--- config.mk ---
export PLATFORM = sky130hd
export DESIGN_NAME = reg_bank
export DESIGN_NICKNAME = d
export VERILOG_FILES = /design/src/rtl/reg_bank.sv
export SDC_FILE = /design/constraint.sdc
export NUM_CORES = 1
export LEC_CHECK = 0
export CORE_AREA = 2 2 327 329
export CTS_CLUSTER_DIAMETER = 150
export DETAILED_ROUTE_END_ITERATION = 6
export DIE_AREA = 0 0 329 331
export SETUP_SLACK_MARGIN = 0.15
export SYNTH_ARGS = -nofsm -noshare
export SYNTH_HDL_FRONTEND = slang
export SYNTH_SLANG_ARGS = --single-unit
--- constraint.sdc ---
create_clock -name clk_i -period 1.64 [get_ports clk_i]
set_input_delay 0.164 -clock clk_i [delete_from_list [all_inputs] [get_ports clk_i]]
set_output_delay 0.164 -clock clk_i [all_outputs]
set_load 0.05 [all_outputs]
--- src/rtl/reg_bank.sv ---
// Parametrised control/status register bank behind a simple strobe bus.
// Each bit is software RW, write-1-to-clear sticky, or hardware-owned, selected by the packed masks.
module reg_bank #(
    parameter int DataWidth  = 16,
    parameter int NumRegs    = 16,
    parameter int AddrWidth  = 5,
    parameter logic [NumRegs*DataWidth-1:0] ResetValue = '0,
    parameter logic [NumRegs*DataWidth-1:0] SwWrMask   = '0,
    parameter logic [NumRegs*DataWidth-1:0] W1cMask    = '0,
    parameter int IrqStatReg = 9,
    parameter int IrqEnReg   = 9
) (
    input  logic                           clk_i,
    input  logic                           rst_i,
    input  logic [AddrWidth-1:0]           addr_i,
    input  logic [DataWidth-1:0]           wdata_i,
    input  logic                           we_i,
    input  logic                           re_i,
    output logic [DataWidth-1:0]           rdata_o,
    output logic                           rvalid_o,
    output logic                           err_o,
    input  logic [NumRegs*DataWidth-1:0]   hw_data_i,
    input  logic [NumRegs-1:0]             hw_we_i,
    input  logic [NumRegs*DataWidth-1:0]   hw_set_i,
    output logic [NumRegs*DataWidth-1:0]   regs_o,
    output logic [NumRegs-1:0]             wr_pulse_o,
    output logic                           irq_o
);

    localparam logic [DataWidth-1:0] IrqMask = W1cMask[IrqStatReg*DataWidth +: DataWidth];

    logic [31:0]                   w_addr_ext;
    logic                          w_in_range;
    logic                          w_wr_valid;
    logic [NumRegs*DataWidth-1:0]  w_regs;
    logic [DataWidth-1:0]          w_rd_data;

    logic [DataWidth-1:0]          r_rdata;
    logic                          r_rvalid;
    logic                          r_err;
    logic [NumRegs-1:0]            r_wr_pulse;
    logic                          r_irq;

    assign w_addr_ext = {{(32-AddrWidth){1'b0}}, addr_i};
    assign w_in_range = (w_addr_ext < 32'(NumRegs));
    assign w_wr_valid = we_i && w_in_range;

    genvar gi;
    generate
        for (gi = 0; gi < NumRegs; gi++) begin : g_reg
            localparam logic [DataWidth-1:0] RstVal = ResetValue[gi*DataWidth +: DataWidth];
            localparam logic [DataWidth-1:0] W1c    = W1cMask[gi*DataWidth +: DataWidth];
            // A bit present in both masks behaves as W1C, so RW excludes W1C bits.
            localparam logic [DataWidth-1:0] Rw     = SwWrMask[gi*DataWidth +: DataWidth] & ~W1c;
            localparam logic [DataWidth-1:0] Hw     = ~(Rw | W1c);

            logic                 w_sel;
            logic [DataWidth-1:0] w_val_next;
            logic [DataWidth-1:0] r_val;

            assign w_sel = w_wr_valid && (addr_i == AddrWidth'(gi));

            always_comb begin
                w_val_next = r_val;
                if (w_sel) begin
                    w_val_next = (w_val_next & ~Rw) | (wdata_i & Rw);
                end
                if (hw_we_i[gi]) begin
                    w_val_next = (w_val_next & ~Hw) | (hw_data_i[gi*DataWidth +: DataWidth] & Hw);
                end
                // Hardware set is applied last so it wins over a same-cycle software clear.
                w_val_next = (w_val_next & ~(W1c & {DataWidth{w_sel}} & wdata_i))
                           | (W1c & hw_set_i[gi*DataWidth +: DataWidth]);
            end

            always_ff @(posedge clk_i) begin
                if (rst_i) begin
                    r_val         <= RstVal;
                    r_wr_pulse[gi] <= 1'b0;
                end else begin
                    r_val         <= w_val_next;
                    r_wr_pulse[gi] <= w_sel;
                end
            end

            assign w_regs[gi*DataWidth +: DataWidth] = r_val;
        end
    endgenerate

    always_comb begin
        w_rd_data = '0;
        for (int r = 0; r < NumRegs; r++) begin
            if (w_addr_ext == r[31:0]) begin
                w_rd_data = w_regs[r*DataWidth +: DataWidth];
            end
        end
    end

    // Readback samples the pre-update register contents (read-before-write).
    always_ff @(posedge clk_i) begin
        if (rst_i) begin
            r_rdata  <= '0;
            r_rvalid <= 1'b0;
            r_err    <= 1'b0;
            r_irq    <= 1'b0;
        end else begin
            if (re_i) begin
                r_rdata <= w_in_range ? w_rd_data : '0;
            end
            r_rvalid <= re_i;
            r_err    <= (re_i || we_i) && !w_in_range;
            r_irq    <= |(w_regs[IrqStatReg*DataWidth +: DataWidth]
                        & w_regs[IrqEnReg*DataWidth +: DataWidth] & IrqMask);
        end
    end

    assign rdata_o    = r_rdata;
    assign rvalid_o   = r_rvalid;
    assign err_o      = r_err;
    assign wr_pulse_o = r_wr_pulse;
    assign irq_o      = r_irq;
    assign regs_o     = w_regs;

endmodule

==> results.sh <==
export IMPL_status="finished, violations left"
export IMPL_violations="negative setup slack"
export IMPL_gp_congestion=0.8357
export IMPL_fp_dieW_um=329
export IMPL_clkLatencyLatePin_ns=0.60
export IMPL_synthAdderAreaFrac_pct=0
export IMPL_synthArstFlopShare_pct=0
export IMPL_final_nets=2664
export IMPL_synth_mux_area_share_pct=21.69
export IMPL_synthXorXnorAreaFrac_pct=0
export IMPL_cp_end_kind="flop"
export IMPL_yosys_top_cells_area="dfxtp_1 45%, mux2i_1 21%, nor2_1 9.3%"
export IMPL_cp_top_family="compound AO/OA/AOI/OAI gates"
export IMPL_cap_violations=0
export IMPL_relSlewSlack_pct=46.40
export IMPL_post_route_period_util_pct=108.2
export IMPL_antenna_left=0
export IMPL_cts_sinks=290
export IMPL_drtIter0Drc=980
export IMPL_critPathRequiredTime_ns=2.10
export IMPL_synth_top_family_by_area="multiplexers"
export IMPL_final_cell_area_um2=23950
export IMPL_postLayoutCoreUtil_pct=22.82
export IMPL_fin_ws_ns=-0.1344
export IMPL_antenna_found_initial=19
export IMPL_top_level_ports=844
export IMPL_cp_start_kind="flop"
export IMPL_ys_types=76
export IMPL_yosys_most_used_dff="dfxtp_1"
export IMPL_rrSetupSlack_ns=-0.13
export IMPL_ys_seq_area_share_pct=45.14
export IMPL_arrival_ns=2.23
export IMPL_grtUsageTotal_pct=16.81
export IMPL_cts_made_buffers=41
export IMPL_num_fill_cells=11450
export IMPL_finalHoldViolCount=0
export IMPL_crit_buf_inv=1
export IMPL_cpPeakStageDelay_ns=0.52
export IMPL_pre_cts_ws_ns=-0.9040
export IMPL_syn_nets=1928
export IMPL_synth_simple_area_share_pct=17.08
export IMPL_overflow=0
export IMPL_clk_pin_slew_worst_paths_ns=0.06
export IMPL_reg2regPathDepth=6
export IMPL_fp_dieArea_um2=108900
export IMPL_finalSetupTns_ns=-0.1446
export IMPL_cts_root_buf="clkbuf_16"
export IMPL_hpwl_mm=79.61
export IMPL_dr_total_vias=13820
export IMPL_critPathLaunch="g_reg[3].r_val[9]$_SDFFE_PP0P_"
export IMPL_synth_most_common_cell="nor2_1"
export IMPL_clock_path_buffers=3
export IMPL_core_area_um2=105000
export IMPL_tightest_slew_ns=0.8041
export IMPL_synth_top_area_cell="dfxtp_1"
export IMPL_timing_fmax_ghz=0.5636
export IMPL_synthTopCellsByCount="318 x nor2_1, 290 x dfxtp_1, 264 x mux2i_1"
export IMPL_io_buffers=570
export IMPL_final_seq_area_um2=6177
export IMPL_synthToLayoutAreaGrowth_pct=86.26
export IMPL_syn_inst=1375
export IMPL_grt_pass1_vias=13780
export IMPL_routedWlPerCell_um=26.84
export IMPL_holdCritPathClass="input port to flop"
export IMPL_vias_per_cell=3.904
export IMPL_worst_setup_path_type="flop to flop"
export IMPL_initial_core_util_pct=12.25
export IMPL_postPlaceCellArea_um2=21250
export IMPL_rsz0062_at_grt="yes"
export IMPL_finalWorstPathRequiredPeriod_ns=1.774
export IMPL_slew_viol_final=0
export IMPL_synth_enable_flop_cells=0
export IMPL_r2r_end="rdata_o[9]$_SDFFE_PP0P_"
export IMPL_grt_start_max_net_pins=140
export IMPL_cp_slowest_cell="mux4_2"
export IMPL_fin_skew_ns=0.01624
export IMPL_placementRows=119
export IMPL_crit_cells=6
export IMPL_power_density_nw_per_um2=958.7
export IMPL_peakVddDrop_mv=0.6401
export IMPL_yosys_warnings=0
export IMPL_firstDrtPassIters=5
export IMPL_syn_area_um2=12860
export IMPL_syn_area_per_cell_um2=9.353
export IMPL_drive_gt1_share_pct=42.20
export IMPL_finalSetupViolations=2
export IMPL_cts_tree="done"
export IMPL_cp_endpoint="rdata_o[9]$_SDFFE_PP0P_"
export IMPL_multi_input_area_um2=6904
export IMPL_grt_pass1_wl_mm=122.7
export IMPL_synth_top_area_share_pct=45.14
export IMPL_r2r_start="g_reg[3].r_val[9]$_SDFFE_PP0P_"
export IMPL_synth_compound_area_share_pct=11.33
export IMPL_cp_max_fo=2
export IMPL_wl_mm=94.99
export IMPL_power_leakage_nw=10.20
export IMPL_worstPathCellList="mux4_2, o22ai_2, a211oi_2, buf_4, o31ai_4, a31oi_1"
export IMPL_ys_ff_latch=290
export IMPL_htreeDepth=2
export IMPL_drc=0
export IMPL_dieHeight_um=331
[state kept, by name, indices dropped and copies added (netlist names)]
name	flops
g.r_val	256
rdata_o	16
wr_pulse_o	16
err_o	1
rvalid_o	1
[through the flow]
step / std cells / hold slack [ns] / total power, mW
final: 3539 / 0.07028 / 22.96
after global routing: 3536 / 0.08338 / 23.87
after CTS: 3528 / 0.03339 / 23.33
after detailed placement: 3436 / 0.4742 / 13.36
after global placement: 3436 / 0.4694 / 13.35
after floorplan: 1375 / 0.3100 / 10.45
[cell type report]
class | count | share of cell area, %
Antenna cell | 6 | 0.06268
Clock inverter | 17 | 0.8097
Sequential cell | 290 | 25.79
Inverter | 9 | 0.1463
Timing Repair Buffer | 809 | 32.02
Multi-Input combinational cell | 960 | 28.82
Clock buffer | 57 | 5.088
Tap cell | 1391 | 7.266
[timing repair]
item / 4_1_cts / 5_1_grt
hold buffers: 1 / 0
endpoints found under the setup margin: 217 / 21
endpoints found under the hold margin: 1 / 0
resized for setup: 357 / 32
pin swaps: 32 / 16
buffers inserted: 17 / 5
[cell families (layout without fill, tap and decap cells)]
group           Yosys count  in the layout
simple gates            483            483
compound gates          201            201
buf+inv                 125            892
other cells               1              7
mux                     275            275
flops                   290            290
[worst register-to-register path, delay by kind of cell, from the launching register on]
kind | cells | cell delay (ns)
compound gates | 4 | 0.60
flops | 1 | 0.36
buf+inv | 1 | 0.16
mux | 1 | 0.52
[worst min-delay path by stage]
stage | slack (ns) | endpoint | cells past startpoint | startpoint
3_3_place_gp | 0.47 | rdata_o[9]$_SDFFE_PP0P_ | 2 | rdata_o[9]$_SDFFE_PP0P_
3_5_place_dp | 0.47 | rdata_o[9]$_SDFFE_PP0P_ | 2 | rdata_o[9]$_SDFFE_PP0P_
2_1_floorplan | 0.31 | g_reg[0].r_val[9]$_SDFFE_PP0P_ | 2 | hw_data_i[9]
4_1_cts | 0.03 | g_reg[13].r_val[9]$_SDFFE_PP0P_ | 3 | rst_i
5_1_grt | 0.08 | g_reg[13].r_val[9]$_SDFFE_PP0P_ | 3 | rst_i
6_report | 0.07 | g_reg[13].r_val[13]$_SDFFE_PP0P_ | 3 | rst_i
[where the power goes]
group / total [mW] / internal, mW / switching (mW)
combinational: 5.22 / 2.22 / 3.00
sequential: 8.25 / 7.48 / 0.772
clock: 9.49 / 5.70 / 3.80
total: 23.0 / 15.4 / 7.57
[metal layers]
layer	GRT usage, %	routed length, um	vias up
met1	21.22	40840	6694
met4	4.705	2359	6
li1	-	-	6368
met2	26.17	41460	655
met3	6.928	10290	92
met5	0	36	-
[cells in the final DEF (no fill, tap or decap), types with 13 or more instances in the layout]
| cell | synthesis | final |
|---|---|---|
| buf_4 | 8 | 407 |
| nor2_1 | 318 | 314 |
| clkdlybuf4s50_1 | 0 | 274 |
| mux2i_1 | 264 | 262 |
| dfxtp_2 | 0 | 165 |
| dfxtp_1 | 290 | 81 |
| buf_6 | 7 | 67 |
| buf_12 | 0 | 49 |
| dfxtp_4 | 0 | 44 |
| clkbuf_16 | 0 | 43 |
| nand2_1 | 39 | 38 |
| o21ai_0 | 38 | 37 |
| a21oi_1 | 33 | 28 |
| nand3_1 | 26 | 24 |
| a221oi_1 | 18 | 16 |
| nor3_1 | 17 | 13 |
Note: power is estimated with default switching activity, not from simulation.
